==> src/rtl/cpu_sequencer.sv <==
// Instruction sequencer: issues ROM or switch instructions to the datapath via IDLE/FETCH/EXEC/WB.
// Optional single-step gating of ROM issue with `define CPU_SEQUENCER_SINGLE_STEP_EN (adds port step).
module cpu_sequencer #(
  parameter int CNT_W = 8
) (
  input  logic             clk,
  input  logic             clr,
  input  logic [7:0]       rom_inst,
  input  logic             rom_done,
  input  logic [7:0]       ext_inst,
  input  logic             ext_go,
  input  logic             mode,
  input  logic             cpu_ack,
`ifdef CPU_SEQUENCER_SINGLE_STEP_EN
  input  logic             step,
`endif
  output logic             inst_done,
  output logic [7:0]       cpu_inst,
  output logic             cpu_valid,
  output logic             busy,
  output logic             halted,
  output logic [CNT_W-1:0] exec_count
);

  typedef enum logic [2:0] {IDLE, FETCH, EXEC, WB, HALT} state_t;

  state_t state, state_nxt;
  logic   src, src_nxt;
  logic   rom_go;

`ifdef CPU_SEQUENCER_SINGLE_STEP_EN
  assign rom_go = ~rom_done & step;
`else
  assign rom_go = ~rom_done;
`endif

  always_ff @(posedge clk) begin
    if (clr) begin
      state      <= IDLE;
      src        <= 1'b0;
      cpu_inst   <= 8'h00;
      exec_count <= '0;
    end else begin
      state <= state_nxt;
      src   <= src_nxt;
      if (state == FETCH)
        cpu_inst <= src ? ext_inst : rom_inst;
      // Saturating retire counter: holds at all-ones.
      if (state == WB && exec_count != {CNT_W{1'b1}})
        exec_count <= exec_count + CNT_W'(1);
    end
  end

  always_comb begin
    state_nxt = state;
    src_nxt   = src;
    cpu_valid = 1'b0;
    inst_done = 1'b0;
    busy      = 1'b1;
    halted    = 1'b0;
    case (state)
      IDLE: begin
        busy = 1'b0;
        if (!mode) begin
          if (rom_done) begin
            state_nxt = HALT;
          end else if (rom_go) begin
            state_nxt = FETCH;
            src_nxt   = 1'b0;
          end
        end else if (ext_go) begin
          state_nxt = FETCH;
          src_nxt   = 1'b1;
        end
      end
      FETCH: state_nxt = EXEC;
      EXEC: begin
        cpu_valid = 1'b1;
        if (cpu_ack)
          state_nxt = WB;
      end
      WB: begin
        // Only ROM-sourced instructions advance the ROM PC.
        inst_done = ~src;
        state_nxt = IDLE;
      end
      HALT: begin
        busy   = 1'b0;
        halted = 1'b1;
        if (mode)
          state_nxt = IDLE;
      end
      default: begin
        busy      = 1'b0;
        state_nxt = IDLE;
      end
    endcase
  end

endmodule
==> config.mk <==
export PLATFORM = sky130hd
export DESIGN_NAME = cpu_sequencer
export DESIGN_NICKNAME = d
export VERILOG_FILES = /design/src/rtl/cpu_sequencer.sv
export SDC_FILE = /design/constraint.sdc
export NUM_CORES = 1
export LEC_CHECK = 0
export CAP_MARGIN = 30
export CORE_UTILIZATION = 41
export DETAILED_ROUTE_END_ITERATION = 8
export GPL_ROUTABILITY_DRIVEN = 0
export PLACE_DENSITY = 0.9
export SETUP_SLACK_MARGIN = 0.5
export SLEW_MARGIN = 5
export SYNTH_ARGS = -nofsm -noshare
export SYNTH_HDL_FRONTEND = slang
export SYNTH_SLANG_ARGS = --single-unit
==> constraint.sdc <==
create_clock -name clk -period 1.9 [get_ports clk]
set_input_delay 0.475 -clock clk [delete_from_list [all_inputs] [get_ports clk]]
set_output_delay 0.475 -clock clk [all_outputs]
set_load 0.02 [all_outputs]
; ---- After elaboration in Yosys (flattened, before gate mapping)
; Index checks and enable logic that the tools add are counted.
[totals]
in_bits = 22
elab_cells = 35
output_inout_bits = 20
register_bits = 20
[classes]
mux = 14
n_addsub = 1
reduce_logical = 5
bitwise_logic = 1
eq_ne = 10
[op_table]
columns = cell, count
row1 = two-way mux 3 bit, 5
row2 = case mux 3 bit (4 select lines), 1
row3 = "adder 8 x 1 -> 8 bit, second input constant", 1
row4 = two-way mux 8 bit, 1
row5 = "inequality test 8 bit, second input constant", 1
row6 = two-way mux 1 bit, 7
row7 = "equality test 3 x 2 -> 1 bit, second input constant", 2
row8 = "inequality test 2 bit, second input constant", 3
row9 = AND reduction 3 bit, 2
row10 = "equality test 3 x 1 -> 1 bit, second input constant", 1
row11 = "equality test 3 bit, second input constant", 1
row12 = logical NOT 3 bit, 1
row13 = "inequality test 3 bit, second input constant", 1
row14 = OR reduction 3 bit, 1
row15 = "inequality test 2 x 1 -> 1 bit, second input constant", 1
row16 = logical AND 1 bit, 1
row17 = inverter 1 bit, 1

; ---- Logic depth before layout (Yosys ltp)
; Gate-level depths: netlist of run 1.
[depth]
depth_word = 3
ltp_mapped = 5
mapped_depth_nobuf = 5

; ---- Worst setup path before layout of run 1
; OpenSTA, ideal clock, no wires.
[synth_timing]
kind = reg-to-reg
from = reg exec_count[2]
to = reg exec_count[5]
setup_time_ns = 0.070
arrival_ns = 1.479
stages_incl_launch_ff = 5
setup_slack_ns = 0.351
required_time_ns = 1.830
synth_period_minus_slack_ns = 1.549
n_path_buf = 0
path_cell_list = dfxtp_1 > nand3_1 > or2_4 > or4_1 > a21oi_1
[synth_between]
elab_chain_cells = 2
elab_cells_between_ends = 3
classes_between = add/sub (1) / eq/ne (1) / reduce/logical (1)
[synth_lines]
columns = item, line_no
row1 = "start, declared", 22  ; output logic [CNT_W-1:0] exec_count
row2 = "start signal, assigned", 50  ; exec_count <= exec_count + CNT_W'(1);
row3 = "parallel branches: the longest is 2 deep, another holds adder 8 x 1 -> 8 bit", n/a
; Several ways; the timed one is not identified.
; A chain may end at the register's enable or synchronous reset.

; ---- Final worst setup path of run 1
[layout_timing]
from = reg state[2]
to = out inst_done
[layout_between]
elab_chain_cells = 2
[layout_lines]
columns = item, line_no
row1 = "start, declared", 27  ; state_t state, state_nxt;
row2 = "start signal, assigned", 44  ; state <= state_nxt;
row3 = equality test 3 x 2 -> 1 bit, 61  ; case (state)
row4 = two-way mux 1 bit, 61
row5 = "end, declared", 17  ; output logic inst_done,
; No other way between the ends.

==> results of run 1 <==
sequential cells by signal, indices dropped and copies added (netlist names):
signal,count
cpu_inst,8
exec_count,8
src,1
state,3
routing by layer:
metal	global-route usage	vias up	wire length, um	part of all wire
li1	-	496	-	-
met1	0.231	489	1070	0.36
met2	0.417	47	1560	0.53
met3	0.0506	16	187	0.063
met4	0.176	0	131	0.044
met5	0	-	0	0
power groups by stage:
stage	clock, uW	combinational (uW)	sequential (uW)
floorplan	0	172	518
global placement	0	333	497
detailed placement	0	344	498
CTS	256	359	490
global route	283	436	499
finish	255	412	495
through the flow:
step           instance area, sq um  total power (uW)
4_1_cts                        1520              1100
5_1_grt                        1580              1220
2_1_floorplan                   988               690
3_3_place_gp                   1440               830
6_report                       1580              1160
3_5_place_dp                   1440               842
layout make-up:
class | count | area (sq um) | area share
multi-input cells | 81 | 634 | 0.402
repair buffers | 54 | 438 | 0.278
flip-flops and latches | 20 | 429 | 0.272
clock buffers | 4 | 36.3 | 0.0230
well taps | 28 | 35.0 | 0.0222
inverters | 1 | 3.75 | 0.00238
worst register-to-register path: cells and delay by family, from the launching register on:
kind | cells | cell delay [ps]
DFF | 1 | 430
AOI/OAI and AO/OA | 3 | 540
buffers and inverters | 2 | 210
and+or+nand+nor | 1 | 210
cell usage in the layout (no fill, tap or decap), types with 2 or more instances in the layout:
master and count:
buf_4 10, and2_4 2, nand2b_1 2, buf_6 6, a211oi_2 5, dfxtp_2 5, nor3_1 6, nor2_4 3
a21oi_1 4, buf_2 17, clkdlybuf4s50_1 21, o21ai_0 3, nand2_1 2, nand3_1 2, clkbuf_4 3, mux2i_1 10
a211oi_1 4, dfxtp_1 9, nor2_1 15, dfxtp_4 6
what timing repair did:
| item | 4_1_cts | 5_1_grt |
|---|---|---|
| setup endpoints to repair | 24 | 24 |
| buffers inserted | 5 | 1 |
| hold buffers | 0 | 0 |
| pin swaps | 4 | 7 |
| gates resized for setup | 100 | 25 |
| gates cloned | 0 | 1 |
kinds of logic (layout without fill, tap and decap cells):
| kind of cell | count (synthesis) | count (layout) | synth area share |
|---|---|---|---|
| AND/OR/NAND/NOR | 44 | 44 | 0.248 |
| AO/OA/AOI/OAI | 24 | 24 | 0.168 |
| flip-flops | 20 | 20 | 0.408 |
| multiplexers | 10 | 10 | 0.102 |
| buffers and inverters | 8 | 59 | 0.0433 |
| XOR/XNOR | 2 | 2 | 0.0178 |
| adder cells (fa/ha/maj) | 1 | 1 | 0.0127 |
worst min path at each step:
stage	to	slack, ps	cells past startpoint
after global routing	exec_count[6]$_SDFFE_PP0P_	490	1
after global placement	cpu_inst[6]$_SDFFE_PP0N_	490	2
after floorplan	state[0]$_SDFFE_PP0P_	540	2
after CTS	exec_count[6]$_SDFFE_PP0P_	470	1
after detailed placement	cpu_inst[6]$_SDFFE_PP0N_	490	2
final	exec_count[6]$_SDFFE_PP0P_	470	1
==> metrics.txt, run 1 <==
# TYPE chip_impl_metric gauge
chip_impl_metric{name="fp.dieArea",unit="sq um"} 2600
chip_impl_metric{name="share_clk_of_total_power",unit=""} 0.220
chip_impl_metric{name="filler_cell_count",unit=""} 167
chip_impl_metric{name="ys.warnings.count",unit=""} 0
chip_impl_metric{name="layout-drive-gt1-share",unit=""} 0.431
chip_impl_metric{name="worst_ir_drop_vdd",unit="uV"} 475
chip_impl_metric{name="grt_first_pass_wirelength",unit="um"} 4380
chip_impl_metric{name="grt_use_total",unit=""} 0.233
chip_impl_metric{name="wl_per_cell",unit="um"} 15.7
chip_impl_metric{name="grt_start_max_net_pins",unit=""} 17
chip_impl_metric{name="num-nets-final",unit=""} 184
chip_impl_metric{name="cell_internal_pwr",unit="uW"} 774
chip_impl_metric{name="crit_fanout",unit=""} 6
chip_impl_metric{name="cts.sink_count",unit=""} 20
chip_impl_metric{name="final_period_minus_worst_setup_slack",unit="ps"} 1560
chip_impl_metric{name="first_global_vias",unit=""} 1002
chip_impl_info{name="hold_path.startpoint",value="exec_count[6]$_SDFFE_PP0P_"} 1
chip_impl_metric{name="reg2reg_depth",unit=""} 6
chip_impl_metric{name="floorplan.die.height",unit="um"} 50.9
chip_impl_metric{name="num_cts_buffers",unit=""} 3
chip_impl_metric{name="slew_violations",unit=""} 0
chip_impl_metric{name="static-leakage-power",unit="uW"} 0.000645
chip_impl_metric{name="layout.core_utilization",unit=""} 0.706
chip_impl_metric{name="finalSetupTns",unit="ps"} 0
chip_impl_metric{name="initial_core_util",unit=""} 0.440
chip_impl_info{name="worst_setup_path_start_kind",value="flop"} 1
chip_impl_metric{name="drt_iter0_drc",unit=""} 14
chip_impl_metric{name="vias",unit=""} 1048
chip_impl_metric{name="comb_power_share",unit=""} 0.355
chip_impl_metric{name="register_area_share_after_synthesis",unit=""} 0.408
chip_impl_info{name="worstReg2RegStart",value="state[0]$_SDFFE_PP0P_"} 1
chip_impl_metric{name="post_synthesis_register_bit_count",unit=""} 20
chip_impl_metric{name="yosysUniqueCellTypes",unit=""} 37
chip_impl_metric{name="insertion_delay",unit="ps"} 300
chip_impl_info{name="post-synth-top-count-cell",value="dfxtp_1"} 1
chip_impl_metric{name="instances_no_fill",unit=""} 188
chip_impl_metric{name="synth-async-reset-ratio",unit=""} 0
chip_impl_metric{name="ioPinCount",unit=""} 42
chip_impl_metric{name="finalHoldViolations",unit=""} 0
chip_impl_metric{name="critical_path.n_buffers_inverters",unit=""} 1
chip_impl_metric{name="dp_worst_setup_slack",unit="ps"} 40.1
chip_impl_info{name="hold_path_class",value="reg2reg"} 1
chip_impl_metric{name="clock_skew_after_layout",unit="ps"} 3.30
chip_impl_metric{name="setup_ws",unit="ps"} 342
chip_impl_metric{name="num_antenna_cells",unit=""} 0
chip_impl_metric{name="critPathArrivalTime",unit="ps"} 1080
chip_impl_metric{name="area.growth.synth_to_final",unit="%"} 60.5
chip_impl_metric{name="postSynthAreaPerCell",unit="sq um"} 9.01
chip_impl_metric{name="globalRoute.totalOverflow",unit=""} 0
chip_impl_metric{name="io_buffers",unit=""} 41
chip_impl_metric{name="routed_wl",unit="um"} 2950
chip_impl_metric{name="timing.critical_path.depth",unit=""} 3
chip_impl_info{name="setup.worst_path.start",value="state[2]$_SDFFE_PP0P_"} 1
chip_impl_metric{name="synth_area",unit="sq um"} 982
chip_impl_metric{name="cts_max_path_buffers",unit=""} 2
chip_impl_metric{name="drc_violation_count_after_routing",unit=""} 0
chip_impl_metric{name="initial_antenna_violation_count",unit=""} 0
chip_impl_info{name="category_of_cells_accounting_for_the_largest_share_of_critical_path_delay",value="flip-flops"} 1
chip_impl_info{name="outcome",value="finished clean"} 1
chip_impl_metric{name="via_per_inst",unit=""} 5.57
chip_impl_metric{name="post_synth_inst_count",unit=""} 109
chip_impl_metric{name="post-dp-hpwl",unit="um"} 1820
chip_impl_info{name="critical-path-slowest-cell",value="dfxtp_4"} 1
chip_impl_info{name="worstReg2RegEnd",value="exec_count[4]$_SDFFE_PP0P_"} 1
chip_impl_metric{name="max_cap_viol_count",unit=""} 0
chip_impl_metric{name="r2r_slack",unit="ps"} 410
chip_impl_info{name="netlist_top_cells_count",value="dfxtp_1 (20), nor2_1 (19), mux2i_1 (10)"} 1
chip_impl_metric{name="maxSlewHeadroom",unit=""} 0.777
chip_impl_metric{name="clock.fmax",unit="MHz"} 642
chip_impl_metric{name="design.core.area",unit="sq um"} 2230
chip_impl_metric{name="seqPwrFrac",unit=""} 0.426
chip_impl_info{name="postSynth.topFlopCell",value="dfxtp_1"} 1
chip_impl_info{name="post-synth-top-area-cell",value="dfxtp_1"} 1
chip_impl_info{name="timing.critical_path.cells",value="nand3b_4, nor2_4, buf_6"} 1
chip_impl_info{name="clock-root-buffer",value="clkbuf_4"} 1
chip_impl_info{name="tritoncts",value="built"} 1
chip_impl_info{name="setup_crit_end_kind",value="primary output"} 1
chip_impl_metric{name="crit_required",unit="ps"} 1420
chip_impl_metric{name="power.share.switching",unit=""} 0.334
chip_impl_metric{name="worst_path_largest_cell_delay",unit="ps"} 390
chip_impl_metric{name="drtAntennaViolNets",unit=""} 0
chip_impl_info{name="synth_area_leaders",value="dfxtp_1 (41%), mux2i_1 (10%), nor2_1 (7.3%)"} 1
chip_impl_metric{name="power_switching",unit="uW"} 388
chip_impl_metric{name="number_of_setup_violations_in_the_final_report",unit=""} 0
chip_impl_info{name="rsz0062_at_grt",value="yes"} 1
chip_impl_metric{name="cellPowerDensity",unit="nW/um^2"} 737
chip_impl_metric{name="dieWidth",unit="um"} 50.9
chip_impl_info{name="critPathKind",value="reg2out"} 1
chip_impl_metric{name="worst_pin_slew",unit="ps"} 331
chip_impl_metric{name="min_period_over_period",unit=""} 0.820
chip_impl_metric{name="synthesis.nets",unit=""} 132
chip_impl_info{name="critical_path.endpoint",value="inst_done"} 1
chip_impl_metric{name="synth_top_cell_area_share",unit=""} 0.408
chip_impl_metric{name="cts_max_level",unit=""} 1
chip_impl_metric{name="rows",unit=""} 17
chip_impl_metric{name="detailedRoute.firstPassIterationCount",unit=""} 4
chip_impl_metric{name="number_of_enable_flip_flop_cells_after_synthesis",unit=""} 0
chip_impl_metric{name="clk_pin_slew_worst_setup_hold_paths",unit="ps"} 120
chip_impl_metric{name="fin_hold_ws",unit="ps"} 467
chip_impl_metric{name="total_placed_cells_including_tap_cells",unit=""} 177
(Power assumes the default switching activity.)
==> run 2, diff against run 1 <==
==> constraint.sdc (replaced) <==
create_clock -name clk -period 1.6 [get_ports clk]
set_input_delay 0.4 -clock clk [delete_from_list [all_inputs] [get_ports clk]]
set_output_delay 0.4 -clock clk [all_outputs]
set_load 0.02 [all_outputs]
==> metrics.txt, run 2 (synthesized netlist as in run 1, its figures left out) <==
# TYPE chip_impl_metric gauge
chip_impl_metric{name="wl_met3",unit="um"} 239
chip_impl_metric{name="worst_path_largest_cell_delay",unit="ps"} 370
chip_impl_metric{name="cts.sink_count",unit=""} 20
chip_impl_info{name="worst_setup_path_start_kind",value="flop"} 1
chip_impl_metric{name="design.core.area",unit="sq um"} 2230
chip_impl_metric{name="initial_core_util",unit=""} 0.440
chip_impl_metric{name="clock_skew_after_layout",unit="ps"} 8.10
chip_impl_metric{name="critPathArrivalTime",unit="ps"} 1130
chip_impl_metric{name="via_per_inst",unit=""} 5.95
chip_impl_metric{name="r2r_slack",unit="ps"} 70
chip_impl_metric{name="vias",unit=""} 1213
chip_impl_metric{name="cts_max_path_buffers",unit=""} 2
chip_impl_metric{name="drt_iter0_drc",unit=""} 32
chip_impl_metric{name="globalRoute.totalOverflow",unit=""} 0
chip_impl_metric{name="crit_required",unit="ps"} 1200
chip_impl_info{name="hold_path_class",value="reg2reg"} 1
chip_impl_info{name="rsz0062_at_grt",value="yes"} 1
chip_impl_info{name="critPathKind",value="reg2out"} 1
chip_impl_info{name="setup_crit_end_kind",value="primary output"} 1
chip_impl_metric{name="num_antenna_cells",unit=""} 0
chip_impl_metric{name="cts_max_level",unit=""} 1
chip_impl_metric{name="final_period_minus_worst_setup_slack",unit="ps"} 1530
chip_impl_metric{name="fp.dieArea",unit="sq um"} 2600
chip_impl_metric{name="drc_violation_count_after_routing",unit=""} 0
chip_impl_metric{name="slew_violations",unit=""} 0
chip_impl_metric{name="floorplan.die.height",unit="um"} 50.9
chip_impl_info{name="topRoutingLayerUsed",value="met4"} 1
chip_impl_info{name="top_library_cells_by_usage_in_the_layout_fill_and_taps_aside",value="buf_4 (23), buf_6 (22), clkdlybuf4s50_1 (18)"} 1
chip_impl_metric{name="initial_antenna_violation_count",unit=""} 0
chip_impl_info{name="hold_path.startpoint",value="cpu_inst[5]$_SDFFE_PP0N_"} 1
chip_impl_info{name="clock-root-buffer",value="clkbuf_4"} 1
chip_impl_metric{name="hold_depth",unit=""} 2
chip_impl_metric{name="clock.fmax",unit="MHz"} 652
chip_impl_info{name="layout.cells.most_common",value="buf_4"} 1
chip_impl_info{name="worstReg2RegStart",value="state[2]$_SDFFE_PP0P_"} 1
chip_impl_metric{name="grt_use_total",unit=""} 0.269
chip_impl_metric{name="met2_length",unit="um"} 2040
chip_impl_metric{name="insertion_delay",unit="ps"} 310
chip_impl_metric{name="share_clk_of_total_power",unit=""} 0.226
chip_impl_metric{name="worst_ir_drop_vdd",unit="uV"} 804
chip_impl_metric{name="power.share.switching",unit=""} 0.326
chip_impl_metric{name="stdcell_area",unit="sq um"} 1910
chip_impl_metric{name="grt_start_max_net_pins",unit=""} 16
chip_impl_info{name="reg.largest.list",value="cpu_inst (8), exec_count (8), state (3)"} 1
chip_impl_metric{name="worst_pin_slew",unit="ps"} 322
chip_impl_metric{name="finalSetupTns",unit="ps"} 0
chip_impl_metric{name="cell_internal_pwr",unit="uW"} 1070
chip_impl_metric{name="clk_pin_slew_worst_setup_hold_paths",unit="ps"} 120
chip_impl_metric{name="post-dp-hpwl",unit="um"} 1870
chip_impl_metric{name="first_global_vias",unit=""} 1190
chip_impl_info{name="tritoncts",value="built"} 1
chip_impl_metric{name="io_buffers",unit=""} 41
chip_impl_metric{name="rows",unit=""} 17
chip_impl_metric{name="comb_power_share",unit=""} 0.395
chip_impl_metric{name="finalHoldViolations",unit=""} 0
chip_impl_metric{name="cellPowerDensity",unit="nW/um^2"} 830
chip_impl_info{name="worstReg2RegEnd",value="exec_count[5]$_SDFFE_PP0P_"} 1
chip_impl_metric{name="post_dp_cell_area",unit="sq um"} 1490
chip_impl_metric{name="max_cap_viol_count",unit=""} 0
chip_impl_metric{name="wl_per_cell",unit="um"} 19.2
chip_impl_info{name="hold-path-endpoint",value="cpu_inst[5]$_SDFFE_PP0N_"} 1
chip_impl_metric{name="layout-drive-gt1-share",unit=""} 0.574
chip_impl_metric{name="crit_fanout",unit=""} 3
chip_impl_metric{name="area.growth.synth_to_final",unit="%"} 94.6
chip_impl_metric{name="detailedRoute.firstPassIterationCount",unit=""} 4
chip_impl_info{name="outcome",value="finished clean"} 1
chip_impl_info{name="critical-path-slowest-cell",value="dfxtp_4"} 1
chip_impl_metric{name="static-leakage-power",unit="uW"} 0.000793
chip_impl_metric{name="seqPwrFrac",unit=""} 0.379
chip_impl_metric{name="number_of_setup_violations_in_the_final_report",unit=""} 0
chip_impl_metric{name="power",unit="uW"} 1590
chip_impl_metric{name="num-nets-final",unit=""} 200
chip_impl_info{name="timing.critical_path.cells",value="nand3b_4, nor2_1, buf_4"} 1
chip_impl_metric{name="power_switching",unit="uW"} 518
chip_impl_metric{name="post_cts_hold_buffer_count",unit=""} 0
chip_impl_metric{name="grt_first_pass_wirelength",unit="um"} 5130
chip_impl_metric{name="drtAntennaViolNets",unit=""} 0
chip_impl_metric{name="num_cts_buffers",unit=""} 3
chip_impl_metric{name="layout.core_utilization",unit=""} 0.856
chip_impl_metric{name="dieWidth",unit="um"} 50.9
chip_impl_metric{name="maxSlewHeadroom",unit=""} 0.785
chip_impl_metric{name="length_of_routed_wiring_on_met1",unit="um"} 1420
chip_impl_metric{name="ioPinCount",unit=""} 42
chip_impl_metric{name="min_period_over_period",unit=""} 0.959
chip_impl_metric{name="routed_wl",unit="um"} 3920
chip_impl_metric{name="reg2reg_depth",unit=""} 5
chip_impl_metric{name="fin_hold_ws",unit="ps"} 538
[run 2: cell types whose count changed in the layout (fill, tap and decap cells not counted), moves of 6 or more]
cell	before	now
buf_2	17	1
buf_6	6	22
buf_4	10	23
dfxtp_1	9	2
dfxtp_2	5	11
[run 2: repair_timing]
action                                  in CTS  in global routing
endpoints found under the setup margin      40                 39
endpoints found under the hold margin        0                  0
gates resized for setup                    144                 22
setup buffers                               12                  6
cloned                                       1                  0
pin swaps                                   19                  9
[run 2: cell type report]
class | instances | area (sq um)
Fill cell | 108 | 322
Sequential cell | 20 | 440
Inverter | 1 | 3.75
Clock buffer | 4 | 47.5
Multi-Input combinational cell | 81 | 719
Timing Repair Buffer | 70 | 666
Tap cell | 28 | 35.0
[run 2: routing by layer]
metal  track usage  vias up
li1              -      533
met1         0.271      579
met2         0.509       75
met3        0.0446       26
met4         0.157        0
met5             0        -
[run 2: worst max-delay path by stage]
| stage | from | to | slack (ps) | cells past startpoint |
|---|---|---|---|---|
| 2_1_floorplan | state[1]$_SDFFE_PP0P_ | exec_count[5]$_SDFFE_PP0P_ | 210 | 5 |
| 3_3_place_gp | state[0]$_SDFFE_PP0P_ | halted | -90 | 3 |
| 3_5_place_dp | state[0]$_SDFFE_PP0P_ | halted | -110 | 3 |
| 4_1_cts | state[2]$_SDFFE_PP0P_ | exec_count[5]$_SDFFE_PP0P_ | 50 | 5 |
| 5_1_grt | state[2]$_SDFFE_PP0P_ | inst_done | 20 | 3 |
| 6_report | state[2]$_SDFFE_PP0P_ | inst_done | 70 | 3 |
[run 2: critical path, delay by kind of cell (launching register included)]
family | cells | cell delay, ps
flip-flops | 1 | 370
AND/OR/NAND/NOR | 2 | 300
buffers and inverters | 1 | 170
[run 2: power by group through the flow]
stage / sequential (uW) / clock [uW] / combinational [uW]
3_5_place_dp: 589 / 0 / 436
2_1_floorplan: 615 / 0 / 214
3_3_place_gp: 585 / 0 / 423
5_1_grt: 605 / 383 / 659
6_report: 601 / 359 / 626
4_1_cts: 593 / 350 / 516
[run 2: through the flow]
stage / worst slack (ps) / cells
2_1_floorplan: 212 / 109
3_3_place_gp: -85.9 / 181
3_5_place_dp: -105 / 181
4_1_cts: 47.4 / 198
5_1_grt: 16.1 / 204
6_report: 65.5 / 204
==> run 3, diff against run 2 <==
--- a/config.mk
+++ b/config.mk
@@ -5,11 +5,12 @@
 export SDC_FILE = /design/constraint.sdc
 export NUM_CORES = 1
 export LEC_CHECK = 0
+export ABC_AREA = 1
 export CAP_MARGIN = 30
-export CORE_UTILIZATION = 41
+export CORE_UTILIZATION = 42
 export DETAILED_ROUTE_END_ITERATION = 8
 export GPL_ROUTABILITY_DRIVEN = 0
-export PLACE_DENSITY = 0.9
+export PLACE_DENSITY = 0.91
 export SETUP_SLACK_MARGIN = 0.5
 export SLEW_MARGIN = 5
 export SYNTH_ARGS = -nofsm -noshare
==> metrics.txt, run 3 <==
# TYPE chip_impl_metric gauge
chip_impl_info{name="outcome",value="finished clean"} 1
chip_impl_info{name="top_library_cells_by_usage_in_the_layout_fill_and_taps_aside",value="nand2_1 (29), inv_1 (24), buf_6 (24)"} 1
chip_impl_metric{name="io_buffers",unit=""} 41
chip_impl_metric{name="post_synthesis_register_bit_count",unit=""} 20
chip_impl_info{name="post-synth-top-area-cell",value="dfxtp_1"} 1
chip_impl_info{name="rsz0062_at_grt",value="yes"} 1
chip_impl_metric{name="power",unit="uW"} 1680
chip_impl_metric{name="detailedRoute.firstPassIterationCount",unit=""} 4
chip_impl_metric{name="postSynthAreaPerCell",unit="sq um"} 6.20
chip_impl_metric{name="ioPinCount",unit=""} 42
chip_impl_metric{name="layout-drive-gt1-share",unit=""} 0.463
chip_impl_info{name="clock-root-buffer",value="clkbuf_4"} 1
chip_impl_metric{name="clock.fmax",unit="MHz"} 662
chip_impl_metric{name="number_of_setup_violations_in_the_final_report",unit=""} 0
chip_impl_metric{name="design.core.area",unit="sq um"} 2250
chip_impl_metric{name="cellPowerDensity",unit="nW/um^2"} 845
chip_impl_metric{name="max_cap_viol_count",unit=""} 0
chip_impl_metric{name="fin_hold_ws",unit="ps"} 457
chip_impl_metric{name="area.growth.synth_to_final",unit="%"} 95.2
chip_impl_metric{name="fp.dieArea",unit="sq um"} 2620
chip_impl_metric{name="dieWidth",unit="um"} 51.2
chip_impl_metric{name="critPathArrivalTime",unit="ps"} 1110
chip_impl_metric{name="worst_pin_slew",unit="ps"} 359
chip_impl_metric{name="clk_pin_slew_worst_setup_hold_paths",unit="ps"} 120
chip_impl_info{name="layout.cells.most_common",value="nand2_1"} 1
chip_impl_metric{name="first_global_vias",unit=""} 1300
chip_impl_metric{name="wl_per_cell",unit="um"} 17.8
chip_impl_metric{name="cts_max_path_buffers",unit=""} 2
chip_impl_info{name="postSynth.topFlopCell",value="dfxtp_1"} 1
chip_impl_metric{name="cts.sink_count",unit=""} 20
chip_impl_metric{name="crit_fanout",unit=""} 5
chip_impl_metric{name="crit_required",unit="ps"} 1200
chip_impl_metric{name="floorplan.die.height",unit="um"} 51.2
chip_impl_metric{name="synth-async-reset-ratio",unit=""} 0
chip_impl_info{name="hold_path_class",value="reg2reg"} 1
chip_impl_metric{name="worst_path_largest_cell_delay",unit="ps"} 460
chip_impl_metric{name="drc_violation_count_after_routing",unit=""} 0
chip_impl_info{name="netlist_top_cells_count",value="nand2_1 (38), inv_1 (30), nor2_1 (26)"} 1
chip_impl_metric{name="initial_antenna_violation_count",unit=""} 0
chip_impl_metric{name="synth_top_cell_area_share",unit=""} 0.394
chip_impl_metric{name="critical_path.n_buffers_inverters",unit=""} 2
chip_impl_metric{name="globalRoute.totalOverflow",unit=""} 0
chip_impl_metric{name="grt_first_pass_wirelength",unit="um"} 5720
chip_impl_metric{name="cts_max_level",unit=""} 1
chip_impl_metric{name="insertion_delay",unit="ps"} 300
chip_impl_metric{name="post-dp-hpwl",unit="um"} 1930
chip_impl_info{name="synth_area_leaders",value="dfxtp_1 (39%), nand2_1 (14%), inv_1 (11%)"} 1
chip_impl_metric{name="grt_start_max_net_pins",unit=""} 18
chip_impl_info{name="critical-path-slowest-cell",value="dfxtp_4"} 1
chip_impl_info{name="worst_setup_path_start_kind",value="flop"} 1
chip_impl_metric{name="yosysUniqueCellTypes",unit=""} 15
chip_impl_metric{name="num-nets-final",unit=""} 253
chip_impl_info{name="post-synth-top-count-cell",value="nand2_1"} 1
chip_impl_metric{name="static-leakage-power",unit="uW"} 0.000861
chip_impl_metric{name="synth_area",unit="sq um"} 1020
chip_impl_metric{name="ys.warnings.count",unit=""} 0
chip_impl_metric{name="drt_iter0_drc",unit=""} 79
chip_impl_metric{name="worst_ir_drop_vdd",unit="uV"} 667
chip_impl_metric{name="register_area_share_after_synthesis",unit=""} 0.394
chip_impl_info{name="timing.critical_path.cells",value="inv_4, nor3_4, buf_6"} 1
chip_impl_metric{name="post_synth_inst_count",unit=""} 164
chip_impl_metric{name="synthesis.nets",unit=""} 187
chip_impl_metric{name="vias",unit=""} 1446
chip_impl_metric{name="setup_ws",unit="ps"} 90.0
chip_impl_metric{name="dp_worst_setup_slack",unit="ps"} -35.2
chip_impl_metric{name="initial_core_util",unit=""} 0.451
chip_impl_metric{name="min_period_over_period",unit=""} 0.944
chip_impl_metric{name="post_dp_cell_area",unit="sq um"} 1560
chip_impl_info{name="reg.largest.list",value="cpu_inst (8), exec_count (8), state (3)"} 1
chip_impl_info{name="category_of_cells_accounting_for_the_largest_share_of_critical_path_delay",value="flip-flops"} 1
chip_impl_info{name="setup_crit_end_kind",value="primary output"} 1
chip_impl_metric{name="post_cts_hold_buffer_count",unit=""} 0
chip_impl_metric{name="slew_violations",unit=""} 0
chip_impl_metric{name="maxSlewHeadroom",unit=""} 0.761
chip_impl_metric{name="rows",unit=""} 17
chip_impl_metric{name="drtAntennaViolNets",unit=""} 0
chip_impl_metric{name="routed_wl",unit="um"} 4560
chip_impl_metric{name="final_period_minus_worst_setup_slack",unit="ps"} 1510
chip_impl_metric{name="stdcell_area",unit="sq um"} 1990
chip_impl_metric{name="via_per_inst",unit=""} 5.63
chip_impl_metric{name="grt_use_total",unit=""} 0.301
chip_impl_metric{name="finalSetupTns",unit="ps"} 0
chip_impl_metric{name="num_cts_buffers",unit=""} 3
chip_impl_metric{name="clock_skew_after_layout",unit="ps"} 2.49
chip_impl_metric{name="num_antenna_cells",unit=""} 0
chip_impl_info{name="critPathKind",value="reg2out"} 1
chip_impl_metric{name="number_of_enable_flip_flop_cells_after_synthesis",unit=""} 0
chip_impl_metric{name="finalHoldViolations",unit=""} 0
chip_impl_info{name="tritoncts",value="built"} 1
run 3: changes by cell type after synthesis, moves of 4 or more:
cell and delta:
a21oi_1 +7, o21ai_0 +14, a211oi_1 -9, inv_1 +29
mux2i_1 -10, nand2_1 +36, nor2_1 +7, nand3_1 +4
run 3: cells by family (layout without fill, tap and decap cells):
family / after synthesis / after routing / share of synthesized area
simple gates: 77 / 77 / 0.303
flops: 20 / 20 / 0.394
fa+ha+maj: 1 / 1 / 0.0123
compound gates: 32 / 32 / 0.160
buf+inv: 34 / 99 / 0.132
run 3: power breakdown:
part | total [uW] | internal, uW | switching (uW)
registers | 668 | 571 | 96.6
clock network | 306 | 139 | 167
logic | 705 | 333 | 372
total | 1680 | 1040 | 635
run 3: path summary, 6_finish.rpt:
check                           cells after the start                startpoint                         end  slack [ps]
worst min-delay path                                2  cpu_inst[2]$_SDFFE_PP0N_    cpu_inst[2]$_SDFFE_PP0N_         460
worst min register to register                      2  cpu_inst[2]$_SDFFE_PP0N_    cpu_inst[2]$_SDFFE_PP0N_         460
worst max-delay path                                3     state[1]$_SDFFE_PP0P_                   cpu_valid          90
worst max register to register                      7     state[0]$_SDFFE_PP0P_  exec_count[5]$_SDFFE_PP0P_         210
run 3: cell type report:
| class | count | area, sq um |
|---|---|---|
| inverters | 30 | 129 |
| fillers | 121 | 269 |
| repair buffers | 65 | 642 |
| flip-flops and latches | 20 | 444 |
| well taps | 28 | 35.0 |
| multi-input cells | 110 | 699 |
| clock buffers | 4 | 36.3 |
run 3: worst reg2reg max path, cell delays in order (launching register included):
cell	delay, ps
dfxtp_4	460
nand2_1	100
nor2_2	240
nand2_1	100
nor2_1	160
nand3_1	90
nand2_1	90
nor2_1	50
run 3: repair_timing:
item,CTS,global route
gates cloned,0,0
pin swaps,11,11
setup endpoints to repair,39,39
setup buffers,16,4
gates resized for setup,157,26
run 3: per-stage QoR:
stage | instances | utilization
floorplan | 164 | -
global placement | 233 | 0.691
detailed placement | 233 | 0.691
CTS | 253 | 0.824
global route | 257 | 0.881
finish | 257 | 0.881
run 3: metal layers:
layer,vias up,GRT usage,share of wire
li1,646,-,-
met1,670,0.308,0.37
met2,101,0.579,0.51
met3,29,0.0446,0.065
met4,0,0.162,0.055
met5,-,0,0
